**src/rtl/shiftright_pkg.sv**
```systemverilog
// rtl/shiftright_pkg.sv - register map, widths and lane arithmetic for the shiftright core
package shiftright_pkg;

    localparam int SHIFT_W           = 4;
    localparam int MAX_SHIFT_DEFAULT = 15;
    localparam int ITEM_W            = 32;
    localparam int ADDR_W            = 20;

    localparam logic [ADDR_W-1:0] REG_SHIFT     = 20'h00000;
    localparam logic [ADDR_W-1:0] REG_PKT_COUNT = 20'h00004;
    localparam logic [ADDR_W-1:0] REG_ITEM_W    = 20'h00008;

    typedef struct packed {
        logic signed [16:0] sum_i;
        logic signed [16:0] sum_q;
        logic [SHIFT_W-1:0] shift;
        logic               keep;
        logic               last;
    } s1_t;

    // Adding half an LSB of the result before the arithmetic shift gives round-half-up.
    function automatic logic signed [16:0] round_sum(input logic [15:0] x,
                                                     input logic [SHIFT_W-1:0] s);
        logic [16:0] half;
        half = (17'd1 << s) >> 1;
        return $signed({x[15], x}) + $signed(half);
    endfunction

    function automatic logic [15:0] shift_lane(input logic signed [16:0] sum,
                                               input logic [SHIFT_W-1:0] s);
        logic signed [16:0] t;
        t = sum >>> s;
        return t[15:0];
    endfunction

endpackage

```
**src/rtl/shiftright_regs.sv**
```systemverilog
// rtl/shiftright_regs.sv - ctrlport responder holding SHIFT and PKT_COUNT
module shiftright_regs
    import shiftright_pkg::*;
#(
    parameter int MAX_SHIFT = MAX_SHIFT_DEFAULT
) (
    input  logic               clk,
    input  logic               rst,
    input  logic               req_wr,
    input  logic               req_rd,
    input  logic [ADDR_W-1:0]  req_addr,
    input  logic [31:0]        req_data,
    output logic               resp_ack,
    output logic [31:0]        resp_data,
    input  logic               pkt_done,
    output logic [SHIFT_W-1:0] shift
);

    logic               ack_q, ack_d;
    logic [31:0]        resp_data_q, resp_data_d;
    logic [SHIFT_W-1:0] shift_q, shift_d;
    logic [31:0]        pkt_count_q, pkt_count_d;

    always_comb begin
        ack_d       = 1'b0;
        resp_data_d = '0;
        shift_d     = shift_q;
        pkt_count_d = pkt_count_q;
        if (pkt_done) begin
            pkt_count_d = pkt_count_q + 32'd1;
        end
        // A write takes priority over a read; its clear overrides the increment above.
        if (req_wr) begin
            ack_d = 1'b1;
            case (req_addr)
                REG_SHIFT: begin
                    shift_d = (req_data > 32'(MAX_SHIFT)) ? SHIFT_W'(MAX_SHIFT)
                                                          : req_data[SHIFT_W-1:0];
                end
                REG_PKT_COUNT: pkt_count_d = '0;
                default: ;
            endcase
        end else if (req_rd) begin
            ack_d = 1'b1;
            case (req_addr)
                REG_SHIFT:     resp_data_d = 32'(shift_q);
                REG_PKT_COUNT: resp_data_d = pkt_count_q;
                REG_ITEM_W:    resp_data_d = 32'(ITEM_W);
                default:       resp_data_d = '0;
            endcase
        end
    end

    always_ff @(posedge clk or posedge rst) begin
        if (rst) begin
            ack_q       <= 1'b0;
            resp_data_q <= '0;
            shift_q     <= '0;
            pkt_count_q <= '0;
        end else begin
            ack_q       <= ack_d;
            resp_data_q <= resp_data_d;
            shift_q     <= shift_d;
            pkt_count_q <= pkt_count_d;
        end
    end

    assign resp_ack  = ack_q;
    assign resp_data = resp_data_q;
    assign shift     = shift_q;

endmodule

```
**src/rtl/shiftright_core.sv**
```systemverilog
// rtl/shiftright_core.sv - sc16 rounding right-shift user core with context passthrough
module shiftright_core
    import shiftright_pkg::*;
#(
    parameter int CHDR_W    = 64,
    parameter int MAX_SHIFT = MAX_SHIFT_DEFAULT
) (
    input  logic              ce_clk,
    input  logic              ce_rst,
    input  logic              s_ctrlport_req_wr,
    input  logic              s_ctrlport_req_rd,
    input  logic [19:0]       s_ctrlport_req_addr,
    input  logic [31:0]       s_ctrlport_req_data,
    output logic              s_ctrlport_resp_ack,
    output logic [31:0]       s_ctrlport_resp_data,
    input  logic [31:0]       s_in_payload_tdata,
    input  logic              s_in_payload_tkeep,
    input  logic              s_in_payload_tlast,
    input  logic              s_in_payload_tvalid,
    output logic              s_in_payload_tready,
    input  logic [CHDR_W-1:0] s_in_context_tdata,
    input  logic [3:0]        s_in_context_tuser,
    input  logic              s_in_context_tlast,
    input  logic              s_in_context_tvalid,
    output logic              s_in_context_tready,
    output logic [31:0]       m_out_payload_tdata,
    output logic              m_out_payload_tkeep,
    output logic              m_out_payload_tlast,
    output logic              m_out_payload_tvalid,
    input  logic              m_out_payload_tready,
    output logic [CHDR_W-1:0] m_out_context_tdata,
    output logic [3:0]        m_out_context_tuser,
    output logic              m_out_context_tlast,
    output logic              m_out_context_tvalid,
    input  logic              m_out_context_tready
);

    logic [SHIFT_W-1:0] shift_reg;
    logic [SHIFT_W-1:0] eff_shift;
    logic               pkt_done;
    logic               s2_advance;
    logic               in_fire;
    logic               ctx_ready;

    s1_t                s1_q, s1_d;
    logic               s1_valid_q, s1_valid_d;
    logic [31:0]        s2_data_q, s2_data_d;
    logic               s2_keep_q, s2_keep_d;
    logic               s2_last_q, s2_last_d;
    logic               s2_valid_q, s2_valid_d;
    logic               sop_q, sop_d;
    logic [SHIFT_W-1:0] shift_active_q, shift_active_d;
    logic [CHDR_W-1:0]  ctx_data_q, ctx_data_d;
    logic [3:0]         ctx_user_q, ctx_user_d;
    logic               ctx_last_q, ctx_last_d;
    logic               ctx_valid_q, ctx_valid_d;

    shiftright_regs #(
        .MAX_SHIFT (MAX_SHIFT)
    ) u_regs (
        .clk       (ce_clk),
        .rst       (ce_rst),
        .req_wr    (s_ctrlport_req_wr),
        .req_rd    (s_ctrlport_req_rd),
        .req_addr  (s_ctrlport_req_addr),
        .req_data  (s_ctrlport_req_data),
        .resp_ack  (s_ctrlport_resp_ack),
        .resp_data (s_ctrlport_resp_data),
        .pkt_done  (pkt_done),
        .shift     (shift_reg)
    );

    assign s2_advance          = !s2_valid_q || m_out_payload_tready;
    assign s_in_payload_tready = !s1_valid_q || s2_advance;
    assign in_fire             = s_in_payload_tvalid && s_in_payload_tready;
    // The first beat of a packet uses the live register; later beats reuse the latched value.
    assign eff_shift           = sop_q ? shift_reg : shift_active_q;
    assign ctx_ready           = !ctx_valid_q || m_out_context_tready;
    assign s_in_context_tready = ctx_ready;
    assign pkt_done            = s2_valid_q && m_out_payload_tready && s2_last_q;

    always_comb begin
        s1_d           = s1_q;
        s1_valid_d     = s1_valid_q;
        s2_data_d      = s2_data_q;
        s2_keep_d      = s2_keep_q;
        s2_last_d      = s2_last_q;
        s2_valid_d     = s2_valid_q;
        sop_d          = sop_q;
        shift_active_d = shift_active_q;
        ctx_data_d     = ctx_data_q;
        ctx_user_d     = ctx_user_q;
        ctx_last_d     = ctx_last_q;
        ctx_valid_d    = ctx_valid_q;

        if (s_in_payload_tready) begin
            s1_valid_d = s_in_payload_tvalid;
            if (in_fire) begin
                s1_d.sum_i = round_sum(s_in_payload_tdata[31:16], eff_shift);
                s1_d.sum_q = round_sum(s_in_payload_tdata[15:0], eff_shift);
                s1_d.shift = eff_shift;
                s1_d.keep  = s_in_payload_tkeep;
                s1_d.last  = s_in_payload_tlast;
                sop_d      = s_in_payload_tlast;
                if (sop_q) begin
                    shift_active_d = shift_reg;
                end
            end
        end

        if (s2_advance) begin
            s2_valid_d = s1_valid_q;
            if (s1_valid_q) begin
                s2_data_d = {shift_lane(s1_q.sum_i, s1_q.shift),
                             shift_lane(s1_q.sum_q, s1_q.shift)};
                s2_keep_d = s1_q.keep;
                s2_last_d = s1_q.last;
            end
        end

        if (ctx_ready) begin
            ctx_valid_d = s_in_context_tvalid;
            if (s_in_context_tvalid) begin
                ctx_data_d = s_in_context_tdata;
                ctx_user_d = s_in_context_tuser;
                ctx_last_d = s_in_context_tlast;
            end
        end
    end

    always_ff @(posedge ce_clk or posedge ce_rst) begin
        if (ce_rst) begin
            s1_q           <= '0;
            s1_valid_q     <= 1'b0;
            s2_data_q      <= '0;
            s2_keep_q      <= 1'b0;
            s2_last_q      <= 1'b0;
            s2_valid_q     <= 1'b0;
            sop_q          <= 1'b1;
            shift_active_q <= '0;
            ctx_data_q     <= '0;
            ctx_user_q     <= '0;
            ctx_last_q     <= 1'b0;
            ctx_valid_q    <= 1'b0;
        end else begin
            s1_q           <= s1_d;
            s1_valid_q     <= s1_valid_d;
            s2_data_q      <= s2_data_d;
            s2_keep_q      <= s2_keep_d;
            s2_last_q      <= s2_last_d;
            s2_valid_q     <= s2_valid_d;
            sop_q          <= sop_d;
            shift_active_q <= shift_active_d;
            ctx_data_q     <= ctx_data_d;
            ctx_user_q     <= ctx_user_d;
            ctx_last_q     <= ctx_last_d;
            ctx_valid_q    <= ctx_valid_d;
        end
    end

    assign m_out_payload_tdata  = s2_data_q;
    assign m_out_payload_tkeep  = s2_keep_q;
    assign m_out_payload_tlast  = s2_last_q;
    assign m_out_payload_tvalid = s2_valid_q;
    assign m_out_context_tdata  = ctx_data_q;
    assign m_out_context_tuser  = ctx_user_q;
    assign m_out_context_tlast  = ctx_last_q;
    assign m_out_context_tvalid = ctx_valid_q;

endmodule

```
**config.mk**
```make
export PLATFORM = sky130hd
export DESIGN_NAME = shiftright_core
export DESIGN_NICKNAME = d
export VERILOG_FILES = /design/src/rtl/shiftright_pkg.sv /design/src/rtl/shiftright_regs.sv /design/src/rtl/shiftright_core.sv
export SDC_FILE = /design/constraint.sdc
export NUM_CORES = 1
export LEC_CHECK = 0
export BUFFER_PORTS_ARGS = -buffer_cell sky130_fd_sc_hd__buf_2
export CORE_AREA = 10 10 173 175
export DETAILED_ROUTE_END_ITERATION = 16
export DIE_AREA = 0 0 183 185
export MAX_ROUTING_LAYER = met4
export PLACE_DENSITY = 0.71
export SETUP_SLACK_MARGIN = 0.1
export SLEW_MARGIN = 40
export SYNTH_ARGS = -nofsm -noshare
export SYNTH_HDL_FRONTEND = slang
export SYNTH_HIERARCHICAL = 1
export SYNTH_SLANG_ARGS = --single-unit
```
**constraint.sdc**
```tcl
create_clock -name ce_clk -period 3.67 [get_ports ce_clk]
set_input_delay 0 -clock ce_clk [delete_from_list [all_inputs] [get_ports ce_clk]]
set_output_delay 0 -clock ce_clk [all_outputs]
set_load 0.02 [all_outputs]
```
# Yosys cells after proc, flatten, opt, wreduce, memory -nomap -nowiden
# Index checks and enable logic that the tools add are counted.
dict set report classes {
  n_addsub 3
  n_lt_le_gt_ge 1
  eq_ne 2
  shifts 3
  mux 10
  n_reduce_logical 14
}
# op n
set ops {}
lappend ops {{2-to-1 mux 32 bit} 5}
lappend ops {{case mux 32 bit (3 select lines)} 1}
lappend ops {{adder 16 x 17 -> 17 bit} 2}
lappend ops {{>>> shifter 17 x 4 -> 16 bit} 2}
lappend ops {{adder 32 x 1 -> 32 bit, second input constant} 1}
lappend ops {{greater-than comparator 32 x 4 -> 1 bit, second input constant} 1}
lappend ops {{equality test 20 x 3 -> 1 bit, second input constant} 1}
lappend ops {{equality test 20 x 4 -> 1 bit, second input constant} 1}
lappend ops {{logical NOT 20 bit} 1}
lappend ops {{left shift 1 x 4 -> 17 bit, first input constant} 1}
lappend ops {{2-to-1 mux 4 bit} 2}
lappend ops {{AND reduction 2 bit} 4}
lappend ops {{logical AND 1 bit} 3}
lappend ops {{logical NOT 1 bit} 3}
lappend ops {{logical OR 1 bit} 3}
lappend ops {{2-to-1 mux 1 bit} 2}
dict set report totals {
  register_bits 216
  input_bits 163
  output_inout_bits 140
  wordCells 52
}

# Depth between registers and ports, before layout
dict set report depth {
  depth_word 5
  ltp_mapped 16
}

# Modules after synthesis
# Netlist, hierarchy kept.
# module n_inst cells_per_inst area_each_um2 seq_area_each_um2
set modules_own_cells {}
lappend modules_own_cells {shiftright_core 1 874 8485.6 3679.8}
lappend modules_own_cells {shiftright_regs 1 305 3180.6 1726.7}

# Worst setup path before layout
# OpenSTA, ideal clock, no wires.
dict set report synth_timing {
  kind {reg2reg}
  from {register shift_active_q[1]}
  to {register s1_q[21] (netlist name)}
  arrival_time_ns 3.551
  required_ns 3.594
  slack_ns 0.042
  stages_incl_launch_ff 17
  path_cell_list {dfrtp_1 buf_2 buf_1 buf_2 nor3_1 nor2_1 nor2_1 ha_1 nor2_1 o22a_1 o221ai_1 a22o_1 maj3_2 a22o_4 a211oi_2 mux2_1 o21ai_1}
}
dict set report synth_between {
  elab_chain_len 3
}
# item line
set synth_rtl {}
lappend synth_rtl {{start: declaration} shiftright_core.sv:52} ;# logic [SHIFT_W-1:0] shift_active_q, shift_active_d;
lappend synth_rtl {{start signal: assignment} shiftright_core.sv:153} ;# shift_active_q <= shift_active_d;
lappend synth_rtl {{2-to-1 mux 4 bit} --}
lappend synth_rtl {{left shift 1 x 4 -> 17 bit} shiftright_pkg.sv:25} ;# half = (17'd1 << s) >> 1;
lappend synth_rtl {{adder 16 x 17 -> 17 bit} shiftright_pkg.sv:26} ;# return $signed({x[15], x}) + $signed(half);
lappend synth_rtl {{end signal: assignment} shiftright_core.sv:133} ;# s1_q <= '0;
lappend synth_rtl {{end signal: assignment} shiftright_core.sv:146} ;# s1_q <= s1_d;
lappend synth_rtl {{end: declaration} shiftright_core.sv:45} ;# s1_t s1_q, s1_d;
# Every way passes these cells.
# A chain may end at the register's enable or synchronous reset.

# Final worst setup path
dict set report layout_timing {
  from {register sop_q}
  to {register s1_q[16] (netlist name)}
}
dict set report layout_between {
  elab_chain_len 3
}
# item line
set layout_rtl {}
lappend layout_rtl {{start: declaration} shiftright_core.sv:51} ;# logic sop_q, sop_d;
lappend layout_rtl {{start signal: assignment} shiftright_core.sv:152} ;# sop_q <= sop_d;
lappend layout_rtl {{2-to-1 mux 4 bit} --}
lappend layout_rtl {{left shift 1 x 4 -> 17 bit} shiftright_pkg.sv:25}
lappend layout_rtl {{adder 16 x 17 -> 17 bit} shiftright_pkg.sv:26}
# Every way passes these cells.

==> reports/metrics.csv <==
stage,metric,value,unit
yosys,yosys.area_share.xor_xnor,2.93,%
yosys,synthArstFlopShare,100,%
worst_setup_path,cp_data_required_time,4.05,ns
pwr,switchingPower,0.00196,W
yosys,complex_gate_fraction_of_the_synthesized_area,14.0,%
floorplan,placeableCoreArea,0.0266,mm2
worst_setup_path,worstSetupPathType,register to register,
yosys,post_synth_num_cell_types,84,
clock_network,cts_inserted_buffers,24,
floorplan,dieHeight,185,um
worst_setup_path,crit_path_top_cell_by_count,and2_1,
worst_setup_path,reg2reg_to,s1_q[16]$_DFFE_PP0P_,
final_layout,antennaDiodeCount,0,
pwr,seq_power_share,42.9,%
sta,layout_worst_path_cycle_share,90.7,%
yosys,count_of_state_elements_after_synthesis,216,
yosys,synthMuxAreaShare,12.2,%
global_routing,wire_length_of_the_first_global_routing_pass,57100,um
yosys,postSynthNetCount,1367,
global_routing,grt_pass1_vias,10500,
worst_setup_path,start_kind,register,
global_routing,globalRoute.totalOverflow,0,
yosys,post_synth_fa_ha_maj_area_fraction,2.95,%
pwr,pwr_cell_area,435,mW/mm2
worst_setup_path,cp-end-kind,register,
clock_network,root_buffer,clkbuf_16,
pwr,power.switching_fraction,29.3,%
sta,setup_repair_after_global_routing_missed_its_margin,no,
sta,worst_slew_pin_slew,0.805,ns
routing,drt.antenna.violating_nets,0,
global_routing,grt_start_max_net_pins,66,
worst_setup_path,crit_chain,buf_4 -> or3b_1 -> and2_1 -> nor2_1 -> ha_1 -> and2_1 -> and2_1 -> o221ai_2 -> a21oi_2 -> a211oi_2 -> o22a_1 -> mux2i_1 -> nand3_1,
floorplan,num_rows,60,
worst_setup_path,cpPeakStageDelay,0.42,ns
placed_design,io_buffer_count,302,
final_layout,finalInstanceArea,0.0154,mm2
placed_design,detailed_place_hpwl,26600,um
yosys,synth_top_family_by_area,simple AND/OR/NAND/NOR gates,
pwr,power_frac_clock,36.3,%
worst_setup_path,path_depth,13,
pwr,comb_power_share,20.8,%
clock_network,cts_tree,done,
yosys,synth.yosys.seq_area_share,46.3,%
yosys,synth_enable_flop_cells,0,
floorplan,dieWidth,183,um
worst_setup_path,worst_path_max_delay_cell,dfstp_2,
global_routing,grtUsageTotal,21.1,%
worst_setup_path,ff2ff_setup_slack,0.34,ns
worst_setup_path,worst-r2r-cell-count,13,
sta,final_max_slew_viol_count,0,
sta,final_sum_of_negative_setup_slack,0,ns
sta,max_freq,0.300,GHz
clock_network,cts.htree.levels,1,
final_layout,area_growth_syn_to_layout,31.7,%
routing,vias,10300,
sta,finalCriticalPeriod,3.33,ns
routing,first_iter_violations,649,
final_layout,largest_reg_flops,64,
floorplan,ios,303,
floorplan,dieArea,0.0339,mm2
clock_network,cts.clk_slew.worst_paths,0.06,ns
final_layout,layout_commonest_cell,buf_2,
worst_setup_path,worst-endpoint-arrival,3.71,ns
placed_design,placement.cell_area,0.0135,mm2
sta,timing.slew.headroom,46.4,%
yosys,postSynth.topFlopCell,dfrtp_1,
sta,timing.clock.skew,0.00793,ns
yosys,synth-simple-area-share,18.6,%
pwr,p_int,0.00473,W
hold_path,hold_class,input port to register,
yosys,yosysWarnings,6,
status,status,finished clean,
final_layout,nets,1757,
worst_setup_path,critical_path_buf_inv_count,1,
floorplan,initial_utilization,43.9,%
worst_setup_path,startpoint,sop_q$_DFFE_PP1P_,
pwr,irDropWorstVdd,0.275,mV
worst_setup_path,critical_path.reg2reg.startpoint,sop_q$_DFFE_PP1P_,
clock_network,clock_sink_count,216,
sta,hold_viol,0,
yosys,avg_cell_area_syn,9.89,um2
final_layout,share_of_post_route_cells_with_drive_strength_above_1,31.3,%
clock_network,worstSkewPairLatency,0.51,ns
routing,drt_drc_violations_left,0,
worst_setup_path,critPathCapture,s1_q[16]$_DFFE_PP0P_,
job,max_cap_violations,0,
routing,drt_pre_antenna_iters,5,
worst_setup_path,path_delay_family,simple AND/OR/NAND/NOR gates,
sta,final_setup_violation_count,0,
global_routing,antenna_violations_before_repair,0,
routing,mean_routed_wirelength_per_cell,18.6,um
routing,routed_via_density,5.37,
routing,routed_wirelength,35800,um
final_layout,most-common-layout-cells,"buf_2 (302), dfrtp_1 (214), nand2_1 (160)",
yosys,netlist_instances,1179,
clock_network,cts.path.max_buffers,3,
pwr,static-leakage-power,7.12,nW
yosys,syn_area,0.0117,mm2
worst_setup_path,cp_max_fo,11,
placed_design,place_congestion,0.947,
-- worst reg2reg max path: stages (launching register included) --
cell and delay [ns]:
dfstp_2 0.42, buf_4 0.18, or3b_1 0.41, and2_1 0.23, nor2_1 0.19, ha_1 0.31, and2_1 0.20, and2_1 0.15
o221ai_2 0.23, a21oi_2 0.13, a211oi_2 0.29, o22a_1 0.20, mux2i_1 0.18, nand3_1 0.08
-- layout make-up --
cell class              count  area [um2]
repair buffers            427        2710
clock buffers              33         676
fillers                  2280       11200
inverters                  21        85.1
flip-flops and latches    216        5410
clock inverters             9         129
well taps                 341         427
multi-input cells         879        5930
-- cells in the mapped netlist (12+ instances only) --
master    number  area share, %
nor4_1        14           0.75
mux2i_1       34            2.9
dfrtp_1      215             46
nand2_1      163            5.2
nand2b_1      13           0.70
o21ai_0      100            4.3
nand3_1       21           0.90
a211oi_1      15           0.97
a21oi_1       62            2.7
mux2_2        83            8.0
clkbuf_1      39            1.3
and2_1        37            2.0
inv_1         20           0.64
and3_1        12           0.64
nor2_1        81            2.6
ha_1          25            2.7
xnor2_1       29            2.2
-- how the worst min path moves through the flow --
stage,start,endpoint,slack (ns),depth (start not counted)
after floorplan,s_in_payload_tlast,sop_q$_DFFE_PP1P_,0.10,2
after global placement,ce_rst,m_out_payload_tvalid$_DFFE_PP0P_,0.16,3
after detailed placement,ce_rst,u_regs/resp_data[14]$_DFF_PP0_,0.13,2
after CTS,s_in_payload_tdata[3],s1_q[9]$_DFFE_PP0P_,0.008,5
after global routing,s_in_payload_tdata[3],s1_q[9]$_DFFE_PP0P_,0.04,5
final,s_in_payload_tdata[28],s1_q[35]$_DFFE_PP0P_,0.03,4
-- layer usage --
metal,GRT usage [%],vias up,share of wire (%)
met1,27.0,4939,45
met2,33.8,372,46
met4,5.11,0,2.0
li1,-,4982,-
met3,4.25,42,6.8
met5,-,-,0
-- timing repair --
item,CTS,global route
resized for setup,0,1
setup endpoints to repair,0,3
hold endpoints to repair,236,0
buffers inserted,0,3
hold buffers,103,0
-- power by group through the flow --
stage                     clock [W]  sequential, W  combinational [W]
after floorplan                   0        0.00310           0.000577
after global placement            0        0.00289            0.00129
after detailed placement          0        0.00291            0.00131
after CTS                   0.00248        0.00286            0.00139
after global routing        0.00259        0.00291            0.00153
final                       0.00243        0.00287            0.00139
-- cells by family after synthesis --
group	count (synthesis)
AND/OR/NAND/NOR	428
AO/OA/AOI/OAI	260
flip-flops	216
multiplexers	124
buffers and inverters	84
XOR/XNOR	39
adder cells (fa/ha/maj)	28
-- stage by stage --
step / hold slack [ns] / std cells / setup slack [ns] / power [W] / util, %
final: 0.0278 / 1926 / 0.341 / 0.00669 / 57.8
after global routing: 0.0419 / 1926 / 0.106 / 0.00702 / 57.8
after CTS: 0.00753 / 1923 / 0.259 / 0.00674 / 57.7
after detailed placement: 0.130 / 1778 / 0.282 / 0.00422 / 50.8
after global placement: 0.161 / 1778 / 0.371 / 0.00418 / 50.7
after floorplan: 0.105 / 1179 / 0.226 / 0.00368 / -
Note: power is estimated with default switching activity, not from simulation.
